## config.mk

```make
export PLATFORM = sky130hd
export DESIGN_NAME = fifo_burst_streamer
export DESIGN_NICKNAME = d
export VERILOG_FILES = /design/src/rtl/fifo_stream_pkg.sv /design/src/rtl/stream_out_buf.sv /design/src/rtl/fifo_burst_streamer.sv
export SDC_FILE = /design/constraint.sdc
export NUM_CORES = 1
export LEC_CHECK = 0
export ABC_AREA = 1
export CAP_MARGIN = 40
export CORE_AREA = 3 3 118 120
export DETAILED_ROUTE_END_ITERATION = 8
export DIE_AREA = 0 0 121 123
export HOLD_SLACK_MARGIN = 0.03
export SYNTH_ARGS = -nofsm -noshare
export SYNTH_HDL_FRONTEND = slang
export SYNTH_SLANG_ARGS = --single-unit
```

## constraint.sdc

```tcl
create_clock -name clk -period 2.1 [get_ports clk]
set_input_delay 0.525 -clock clk [delete_from_list [all_inputs] [get_ports clk]]
set_output_delay 0.525 -clock clk [all_outputs]
set_load 0.005 [all_outputs]
```

## src/rtl/fifo_stream_pkg.sv

```systemverilog
// Shared types and constants for the FIFO burst streamer read-side drain engine.
package fifo_stream_pkg;

  typedef enum logic {
    S_IDLE,
    S_BURST
  } state_e;

  localparam int unsigned BUF_DEPTH = 3;
  localparam int unsigned PKT_CNT_W = 16;

  // Room for one more read: buffered beats plus the in-flight read must stay below BUF_DEPTH.
  function automatic logic can_pop(input logic [1:0] occ, input logic pend);
    return ({1'b0, occ} + {2'b0, pend}) < 3'(BUF_DEPTH);
  endfunction

endpackage

```

## src/rtl/stream_out_buf.sv

```systemverilog
// 3-entry synchronous circular buffer holding {last, data} beats between the FIFO read port and the stream output.
module stream_out_buf
  import fifo_stream_pkg::*;
#(
  parameter int unsigned WIDTH = 32
) (
  input  logic             clk,
  input  logic             rst_n,
  input  logic             flush,
  input  logic             push,
  input  logic             push_last,
  input  logic [WIDTH-1:0] push_data,
  input  logic             pop,
  output logic             valid,
  output logic             last,
  output logic [WIDTH-1:0] data,
  output logic [1:0]       occ
);

  typedef struct packed {
    logic             last;
    logic [WIDTH-1:0] data;
  } entry_t;

  entry_t     mem [BUF_DEPTH];
  logic [1:0] wr_ptr;
  logic [1:0] rd_ptr;
  logic [1:0] count;
  logic       push_ok;
  logic       pop_ok;

  function automatic logic [1:0] next_ptr(input logic [1:0] p);
    return (p == 2'(BUF_DEPTH - 1)) ? 2'd0 : p + 2'd1;
  endfunction

  assign pop_ok  = pop && (count != 2'd0);
  // A push into a full buffer is still legal when the head leaves in the same cycle.
  assign push_ok = push && ((count != 2'(BUF_DEPTH)) || pop_ok);

  always_ff @(posedge clk or negedge rst_n) begin
    if (!rst_n) begin
      for (int unsigned i = 0; i < BUF_DEPTH; i++) mem[i] <= '0;
      wr_ptr <= '0;
      rd_ptr <= '0;
      count  <= '0;
    end else if (flush) begin
      for (int unsigned i = 0; i < BUF_DEPTH; i++) mem[i] <= '0;
      wr_ptr <= '0;
      rd_ptr <= '0;
      count  <= '0;
    end else begin
      if (push_ok) begin
        mem[wr_ptr] <= '{last: push_last, data: push_data};
        wr_ptr      <= next_ptr(wr_ptr);
      end
      if (pop_ok) rd_ptr <= next_ptr(rd_ptr);
      case ({push_ok, pop_ok})
        2'b10:   count <= count + 2'd1;
        2'b01:   count <= count - 2'd1;
        default: count <= count;
      endcase
    end
  end

  assign valid = (count != 2'd0);
  assign last  = mem[rd_ptr].last;
  assign data  = mem[rd_ptr].data;
  assign occ   = count;

endmodule

```

## src/rtl/fifo_burst_streamer.sv

```systemverilog
// Drains a registered-output FIFO in whole BURST_LEN bursts onto a valid/ready stream with m_last per burst.
// Optional macro FIFO_STREAM_PKT_CNT_EN adds the pkt_count output counting completed packets.
module fifo_burst_streamer
  import fifo_stream_pkg::*;
#(
  parameter  int unsigned WIDTH      = 32,
  parameter  int unsigned FIFO_DEPTH = 16,
  parameter  int unsigned BURST_LEN  = 8,
  localparam int unsigned LVL_W      = $clog2(FIFO_DEPTH) + 1
) (
  input  logic             clk,
  input  logic             rst_n,
  input  logic             flush,
  input  logic             enable,
  input  logic [LVL_W-1:0] fifo_level,
  input  logic [WIDTH-1:0] fifo_data,
  output logic             fifo_pop,
  output logic             m_valid,
  input  logic             m_ready,
  output logic [WIDTH-1:0] m_data,
  output logic             m_last,
  output logic             busy
`ifdef FIFO_STREAM_PKT_CNT_EN
  ,
  output logic [PKT_CNT_W-1:0] pkt_count
`endif
);

  localparam int unsigned CNT_W = (BURST_LEN > 1) ? $clog2(BURST_LEN) : 1;

  state_e           state;
  state_e           state_nxt;
  logic [CNT_W-1:0] pop_cnt;
  logic             pend;
  logic             pend_last;
  logic             last_pop;
  logic [1:0]       occ;

  always_ff @(posedge clk or negedge rst_n) begin
    if (!rst_n)     state <= S_IDLE;
    else if (flush) state <= S_IDLE;
    else            state <= state_nxt;
  end

  // Every input here is registered, so fifo_pop has no path from m_ready.
  always_comb begin
    state_nxt = state;
    fifo_pop  = 1'b0;
    last_pop  = 1'b0;
    case (state)
      S_IDLE: begin
        if (enable && (fifo_level >= LVL_W'(BURST_LEN))) state_nxt = S_BURST;
      end
      S_BURST: begin
        fifo_pop = can_pop(occ, pend);
        last_pop = fifo_pop && (pop_cnt == CNT_W'(BURST_LEN - 1));
        if (last_pop) state_nxt = S_IDLE;
      end
      default: state_nxt = S_IDLE;
    endcase
  end

  always_ff @(posedge clk or negedge rst_n) begin
    if (!rst_n) begin
      pop_cnt   <= '0;
      pend      <= 1'b0;
      pend_last <= 1'b0;
    end else if (flush) begin
      pop_cnt   <= '0;
      pend      <= 1'b0;
      pend_last <= 1'b0;
    end else begin
      pend      <= fifo_pop;
      pend_last <= last_pop;
      if (state == S_IDLE) pop_cnt <= '0;
      else if (fifo_pop)   pop_cnt <= pop_cnt + 1'b1;
    end
  end

  stream_out_buf #(
    .WIDTH(WIDTH)
  ) u_buf (
    .clk      (clk),
    .rst_n    (rst_n),
    .flush    (flush),
    .push     (pend),
    .push_last(pend_last),
    .push_data(fifo_data),
    .pop      (m_ready),
    .valid    (m_valid),
    .last     (m_last),
    .data     (m_data),
    .occ      (occ)
  );

  assign busy = (state == S_BURST) || pend || (occ != 2'd0);

`ifdef FIFO_STREAM_PKT_CNT_EN
  always_ff @(posedge clk or negedge rst_n) begin
    if (!rst_n)                             pkt_count <= '0;
    else if (flush)                         pkt_count <= '0;
    else if (m_valid && m_ready && m_last)  pkt_count <= pkt_count + 1'b1;
  end
`endif

endmodule
```

==> results of run 1 <==
## sequential cells by signal, indices dropped and copies added (netlist names)
signal and count:
pend_last 1, u_buf.occ 2, pend 1, pop_cnt 3, state 1, u_buf.rd_ptr 2, u_buf.wr_ptr 2, u_buf.mem 99
## cells in the final DEF (no fill, tap or decap), types with 3 or more instances in the layout
cell	Yosys	layout
clkbuf_16	0	10
inv_1	48	45
o21ai_2	29	29
o21ai_0	36	36
clkinv_2	0	4
clkbuf_2	0	16
o21ai_1	41	41
dfrtp_1	111	111
buf_4	1	28
clkdlybuf4s50_1	0	37
nor2_1	6	5
nand4_1	3	3
nand2_1	181	177
buf_12	0	15
nand2_4	2	4
nand3_2	0	9
nand3_1	73	64
nand2_2	4	6
buf_6	13	3
buf_2	11	18
## metal layers
metal,routed length [µm],vias to the layer above
li1,-,2086
met1,5933,2132
met2,6796,126
met3,774,25
met4,293,0
met5,0,-
## final cells by class
cell class | instances | area, µm²
Fill cell | 1214 | 6447
Sequential cell | 111 | 2778
Multi-Input combinational cell | 388 | 2001
Timing Repair Buffer | 123 | 1189
Clock buffer | 11 | 232.7
Tap cell | 176 | 220.2
Inverter | 50 | 193.9
Clock inverter | 4 | 23.77
## metrics by stage
step	hold WS, ns	instances	setup TNS (ns)	utilization [%]	setup WS [ns]
after floorplan	0.2294	581	0	-	0.4710
after global placement	0.4220	831	-0.02034	47.53	-0.02034
after detailed placement	0.4308	831	-0.02857	47.53	-0.01999
after CTS	0.04948	862	-0.4923	51.19	-0.08929
after global routing	0.05065	863	-0.3750	50.73	-0.07285
final	0.04973	863	0	50.73	0.01206
## path summary, 6_finish.rpt
kind                                             end                   startpoint  slack [ns]  cells after the start
max                                        m_data[5]  u_buf.rd_ptr[0]$_DFFE_PN0P_        0.01                      9
min                        u_buf.mem[92]$_DFFE_PN0P_                        rst_n        0.05                      1
max reg2reg                   pop_cnt[0]$_DFFE_PN0P_     u_buf.occ[0]$_DFFE_PN0P_        0.39                     10
min reg2reg                u_buf.mem[75]$_DFFE_PN0P_    u_buf.mem[75]$_DFFE_PN0P_        0.48                      2
max in group asynchronous  u_buf.mem[91]$_DFFE_PN0P_                        rst_n        1.41                      2
min in group clk           u_buf.mem[75]$_DFFE_PN0P_    u_buf.mem[75]$_DFFE_PN0P_        0.48                      2
## power by group through the flow
stage	registers (µW)	logic (µW)	clock network, µW
2_1_floorplan	2490	722	0
3_3_place_gp	2500	1440	0
3_5_place_dp	2500	1470	0
4_1_cts	2470	1600	1590
5_1_grt	2500	1700	1680
6_report	2470	1540	1540
## logic make-up (layout without fill, tap and decap cells)
| kind of cell | count (synthesis) | count (layout) | synth area share (%) |
|---|---|---|---|
| and+or+nand+nor | 272 | 272 | 22.83 |
| AOI/OAI and AO/OA | 111 | 111 | 13.47 |
| DFF | 111 | 111 | 54.27 |
| buffers and inverters | 82 | 188 | 8.262 |
| adders and majority gates | 4 | 4 | 0.9778 |
| muxes | 1 | 1 | 0.1956 |
## worst max-delay path, cell delays in order, from the launching register on
cell and delay (ns):
dfrtp_1 0.39, inv_2 0.10, nand2_2 0.07, inv_4 0.07, buf_6 0.11, buf_12 0.11, buf_4 0.11, nand2_1 0.06
nand3_2 0.08, clkbuf_2 0.11
## what timing repair did
item	CTS	global route
setup endpoints to repair	35	35
hold endpoints to repair	0	0
hold buffers	0	0
resized for setup	113	51
gates cloned	3	1
setup buffers	13	2
pin swaps	1	5
==> summary.txt, run 1 <==
Power and ir drop
  – Pwr Total: 5550 µW
  – Sw Ratio: 30.77%
  – Clock share of power: 27.7%
  – Internal power: 3842 µW
  – Share of power burned in registers: 44.6%
  – Pleak: 0.003276 µW
  – PwrDens: 836.2 mW/mm²
  – Switch Pwr: 1708 µW
  – Gate power share: 27.7%
  – Peak VDD IR: 0.0004037 V

STA
  – Max-slew violations: 0
  – Final min period: 2.088 ns
  – Fin crit share: 99.43%
  – Worst relative slew slack: 74.82%
  – Final setup violation count: 0
  – Final Hold Viols: 0
  – Worst-Margin Slew: 0.3763 ns
  – Unrepaired setup endpoints after global routing: true
  – Setup Skew: 0.006742 ns
  – Max Clk Rate: 478.9 MHz

Yosys
  – Post-synth top area share: 54.27%
  – Mapped cell area: 0.005119 mm²
  – Synth cell count leaders: nand2_1 (181), dfrtp_1 (111), nand3_1 (73), inv_1 (48), o21ai_1 (41)
  – FFs w/ async S/R, synth: 100.0%
  – Top-count cell post-synth: nand2_1
  – Syn nets: 627
  – Library cells used by synthesis: 25
  – Mapped Cells: 581
  – Ranking of synthesized cells by area: dfrtp_1 (54%), nand2_1 (13%), nand3_1 (7.1%)
  – Synthesized area per cell: 8.810 µm²
  – Seq/Total Area, Yosys: 54.27%
  – Main synth FF type: dfrtp_1
  – FF+latch count, synth: 111
  – Leading area contributor after synthesis: dfrtp_1
  – Number of flops mapped to enable cells by yosys: 0
  – Yosys Warn Count: 0

Floorplanning
  – Full die area: 0.01488 mm²
  – Core outline area: 0.01309 mm²
  – Row count: 42
  – Die H: 123 µm
  – Die width: 121 µm
  – Starting Density: 39.12%
  – I/O pin count: 78

Outcome
  – Status: completed

Final layout
  – Post-route cell area: 0.006638 mm²
  – Final-stage net count: 729
  – Diodes inserted: 0
  – Fraction of layout cells with a size suffix above 1: 23.00%
  – Area Growth Syn to Fin: 29.67%

Setup path
  – CP endpoint kind: output port
  – WP data arrival: 1.56 ns
  – Critical path required time: 1.57 ns
  – Critical Path Fanout Max: 5
  – Crit start category: flip-flop
  – Setup CP Type: reg -> out

Clock tree
  – Clock slew at reported path FFs: 0.07 ns
  – Clock Tree Buf Depth: 2
  – Num CTS Buffers: 9
  – H-Tree Depth: 3
  – Clock sinks: 111
  – Skew-Pair Late Insertion Delay: 0.35 ns
  – Clk root buf: clkbuf_16
  – Clock tree from TritonCTS: done

GRT
  – Met3 Use GR: 3.477%
  – GR Util met1: 24.86%
  – Met2 Use GR: 32.93%
  – Vias in the first global route: 4470
  – GR Util All Layers: 19.42%
  – First-pass GRT wire length: 22620 µm
  – Largest net degree at the start of global routing: 46
  – Initial antenna violation count: 0
  – GR peak layer: met2
  – Grt ovf: 0

Place
  – Number of port buffers: 74
  – Hpwl dp: 8467 µm
  – Placed Area: 0.006220 mm²
  – Routability Congestion: 0.7422

Routing
  – Via-per-instance ratio: 5.063
  – Vias: 4369
  – Initial DRC count: 290
  – Remaining antenna violation count: 0
  – DR pass1 iterations: 5
  – Final wirelength: 13800 µm
  – Post-route DRC violation count: 0
  – WL/cell: 15.99 µm

Worst hold path
  – Hold crit path type: in -> async

Flow run
  – Max-cap check violation count: 0
(Power assumes the default switching activity.)
==> run 2, diff against run 1 <==
- CORE_AREA: 3 3 118 120 -> 3 3 119 121
- DIE_AREA: 0 0 121 123 -> 0 0 122 124
- SYNTH_HIERARCHICAL: not set -> 1
==> run 2 against run 1 <==
Effect of this change:
- the flow now finishes with violations (setup timing)
- via count rose by 7.0%
- critical path depth fell by 2
- clock-buffer cell count did not move
- die area rose by 1.6%
- cell area rose by 3.1%
- global-route usage rose by 1.0 points
- total power rose by 0.12%
- first-iteration DRC count rose by 39%
- sequential cell count did not move
- non-clock buffer count rose by 5
- utilization rose by 1.2 points
- clock skew barely moved
- critical endpoint is now m_data[31]
- largest power group unchanged
- highest routed layer unchanged
==> summary.txt, run 2 <==
Power and ir drop
  – Peak VDD IR: 0.0003841 V
  – PwrDens: 811.6 mW/mm²
  – Share of power burned in registers: 43.4%
  – Clock share of power: 33.7%
  – Sw Ratio: 28.34%
  – Gate power share: 22.9%
  – Pleak: 0.003360 µW
  – Internal power: 3982 µW
  – Switch Pwr: 1575 µW

Setup path
  – Worst R2R Path Depth: 8
  – Crit start category: flip-flop
  – Reg-to-reg slack, setup: 0.49 ns
  – CP top delay family: buffers and inverters
  – FF-to-FF End: u_buf/mem[91]$_DFFE_PN0P_
  – Critical path required time: 1.57 ns
  – Critical Path Stages: 7
  – Slowest cell on the critical path: dfrtp_2
  – Cell Chain, Critical Path: nor2_4 > buf_6 > buf_6 > buf_6 > nand2_1 > o211ai_1 > buf_2
  – CP endpoint kind: output port
  – Critical Path Fanout Max: 6
  – Critical Path End: m_data[31]
  – CP most frequent cell: buf_6
  – Worst Path Buf+Inv: 4
  – Max incr delay on CP: 0.44 ns
  – WP data arrival: 1.61 ns
  – Critical Path Start: u_buf/rd_ptr[1]$_DFFE_PN0P_
  – R2r startpoint: u_buf/occ[0]$_DFFE_PN0P_
  – Setup CP Type: reg -> out

Yosys
  – Synthesized area per cell: 8.230 µm²
  – Yosys Warn Count: 6
  – FF+latch count, synth: 111
  – Number of flops mapped to enable cells by yosys: 0
  – Mapped Cells: 637
  – Leading area contributor after synthesis: dfrtp_1
  – Synth cell count leaders: nand2_1 (225), dfrtp_1 (111), nand3_1 (109), inv_1 (47), o211ai_1 (33)
  – Mapped cell area: 0.005243 mm²
  – Main synth FF type: dfrtp_1
  – Seq/Total Area, Yosys: 52.98%
  – FFs w/ async S/R, synth: 100.0%
  – Post-synth top area share: 52.98%
  – Syn nets: 683
  – Ranking of synthesized cells by area: dfrtp_1 (53%), nand2_1 (16%), nand3_1 (10%)
  – Top-count cell post-synth: nand2_1
  – Library cells used by synthesis: 24

STA
  – Final min period: 2.131 ns
  – Worst relative slew slack: 63.68%
  – Setup Skew: 0.006861 ns
  – Fin crit share: 101.5%
  – Worst hold margin: 0.1476 ns
  – Fin worst setup slack: -0.03133 ns
  – Unrepaired setup endpoints after global routing: true
  – Final Hold Viols: 0
  – Worst-Margin Slew: 0.5435 ns
  – Max Clk Rate: 469.2 MHz
  – Final setup violation count: 5
  – Max-slew violations: 0

Final layout
  – Number of flip-flops in the largest register: 99
  – Diodes inserted: 0
  – Biggest registers after layout: u_buf/mem x99, pop_cnt x3
  – Fraction of layout cells with a size suffix above 1: 18.19%
  – Commonest non-fill, non-tap cell in the layout: nand2_1
  – Core Util, Final: 51.91%
  – Fillers: 1262
  – Non-filler cells, final: 918
  – Largest reg by FF count: u_buf/mem
  – Final-stage net count: 783
  – Most frequent cells in the layout: nand2_1 (217), nand3_1 (109), dfrtp_1 (109)
  – Post-route cell area: 0.006847 mm²
  – Area Growth Syn to Fin: 30.60%

Place
  – Routability Congestion: 0.7987
  – Hpwl dp: 9239 µm
  – DP Cell Count: 886
  – Number of port buffers: 74
  – Placed Area: 0.006407 mm²

Floorplanning
  – Starting Density: 39.75%
  – I/O pin count: 78
  – Die width: 122 µm
  – Row count: 42
  – Core outline area: 0.01319 mm²
  – Full die area: 0.01513 mm²
  – Die H: 124 µm

Clock tree
  – Skew-Pair Late Insertion Delay: 0.35 ns
  – Num CTS Buffers: 9
  – Cts hold-fix bufs: 0
  – Clk root buf: clkbuf_16
  – Clock slew at reported path FFs: 0.07 ns
  – Clock sinks: 111
  – Clock tree from TritonCTS: done
  – Clock Tree Buf Depth: 2
  – H-Tree Depth: 3

Outcome
  – Failing checks: setup timing
  – Status: finished with violations

Routing
  – WL/cell: 16.03 µm
  – Vias: 4675
  – Post-route DRC violation count: 0
  – Final wirelength: 14720 µm
  – Via-per-instance ratio: 5.093
  – Remaining antenna violation count: 0
  – Initial DRC count: 403
  – DR pass1 iterations: 5

GRT
  – Vias in the first global route: 4780
  – First-pass GRT wire length: 24180 µm
  – Initial antenna violation count: 0
  – Grt ovf: 0
  – Largest net degree at the start of global routing: 66
  – GR Util All Layers: 20.46%

Flow run
  – Max-cap check violation count: 0

Worst hold path
  – Hold crit path type: in -> async
==> run 2: routing by layer <==
metal | wire length, µm | global-route usage [%] | vias up
met1 | 6480 | 26.20 | 2248
met4 | 140 | 5.742 | 0
met3 | 845 | 3.361 | 13
li1 | - | - | 2271
met2 | 7253 | 35.98 | 143
met5 | 0 | 0 | -
==> run 2: cell families after synthesis <==
family	after synthesis	share of synthesized area (%)
AOI/OAI and AO/OA	71	8.401
adders and majority gates	4	0.9547
and+or+nand+nor	361	29.79
DFF	111	52.98
buffers and inverters	90	7.876
==> run 2: per-stage QoR <==
stage	TNS (ns)	worst slack, ns	power [µW]
after floorplan	0	0.3883	3010
after global placement	-6.721	-0.2062	3655
after detailed placement	-1.871	-0.1123	3691
after CTS	-0.1601	-0.03126	5608
after global routing	-0.6605	-0.1082	5856
final	-0.06295	-0.03133	5557
==> run 2: how the worst min path moves through the flow <==
stage / end / depth (start not counted) / startpoint / slack [ns]
after floorplan: pend$_DFF_PN0_ / 0 / rst_n / 0.23
after global placement: u_buf/mem[87]$_DFFE_PN0P_ / 2 / u_buf/mem[87]$_DFFE_PN0P_ / 0.45
after detailed placement: u_buf/mem[71]$_DFFE_PN0P_ / 2 / u_buf/mem[71]$_DFFE_PN0P_ / 0.46
after CTS: u_buf/mem[18]$_DFFE_PN0P_ / 2 / rst_n / 0.16
after global routing: u_buf/mem[18]$_DFFE_PN0P_ / 2 / rst_n / 0.17
final: u_buf/mem[18]$_DFFE_PN0P_ / 2 / rst_n / 0.15
==> run 2: repair_timing <==
| item | in CTS | in global routing |
|---|---|---|
| pin swaps | 15 | 16 |
| endpoints found under the setup margin | 35 | 30 |
| setup buffers | 15 | 3 |
| gates cloned | 0 | 2 |
| resized for setup | 145 | 24 |
| hold endpoints to repair | 0 | 0 |
==> run 2: power groups by stage <==
stage,clock network [µW],logic (µW),registers (µW)
final,1870,1270,2410
after detailed placement,0,1240,2450
after floorplan,0,577,2430
after CTS,1930,1270,2410
after global routing,2020,1400,2440
after global placement,0,1210,2440
==> run 2: final cells by class <==
| type | instances | area, µm² | share of cell area (%) |
|---|---|---|---|
| clock buffers | 11 | 252.7 | 3.692 |
| clock inverters | 5 | 80.08 | 1.170 |
| inverters | 51 | 203.9 | 2.979 |
| multi-input cells | 436 | 2107 | 30.77 |
| flip-flops and latches | 111 | 2780 | 40.61 |
| well taps | 176 | 220.2 | 3.216 |
| repair buffers | 128 | 1202 | 17.56 |
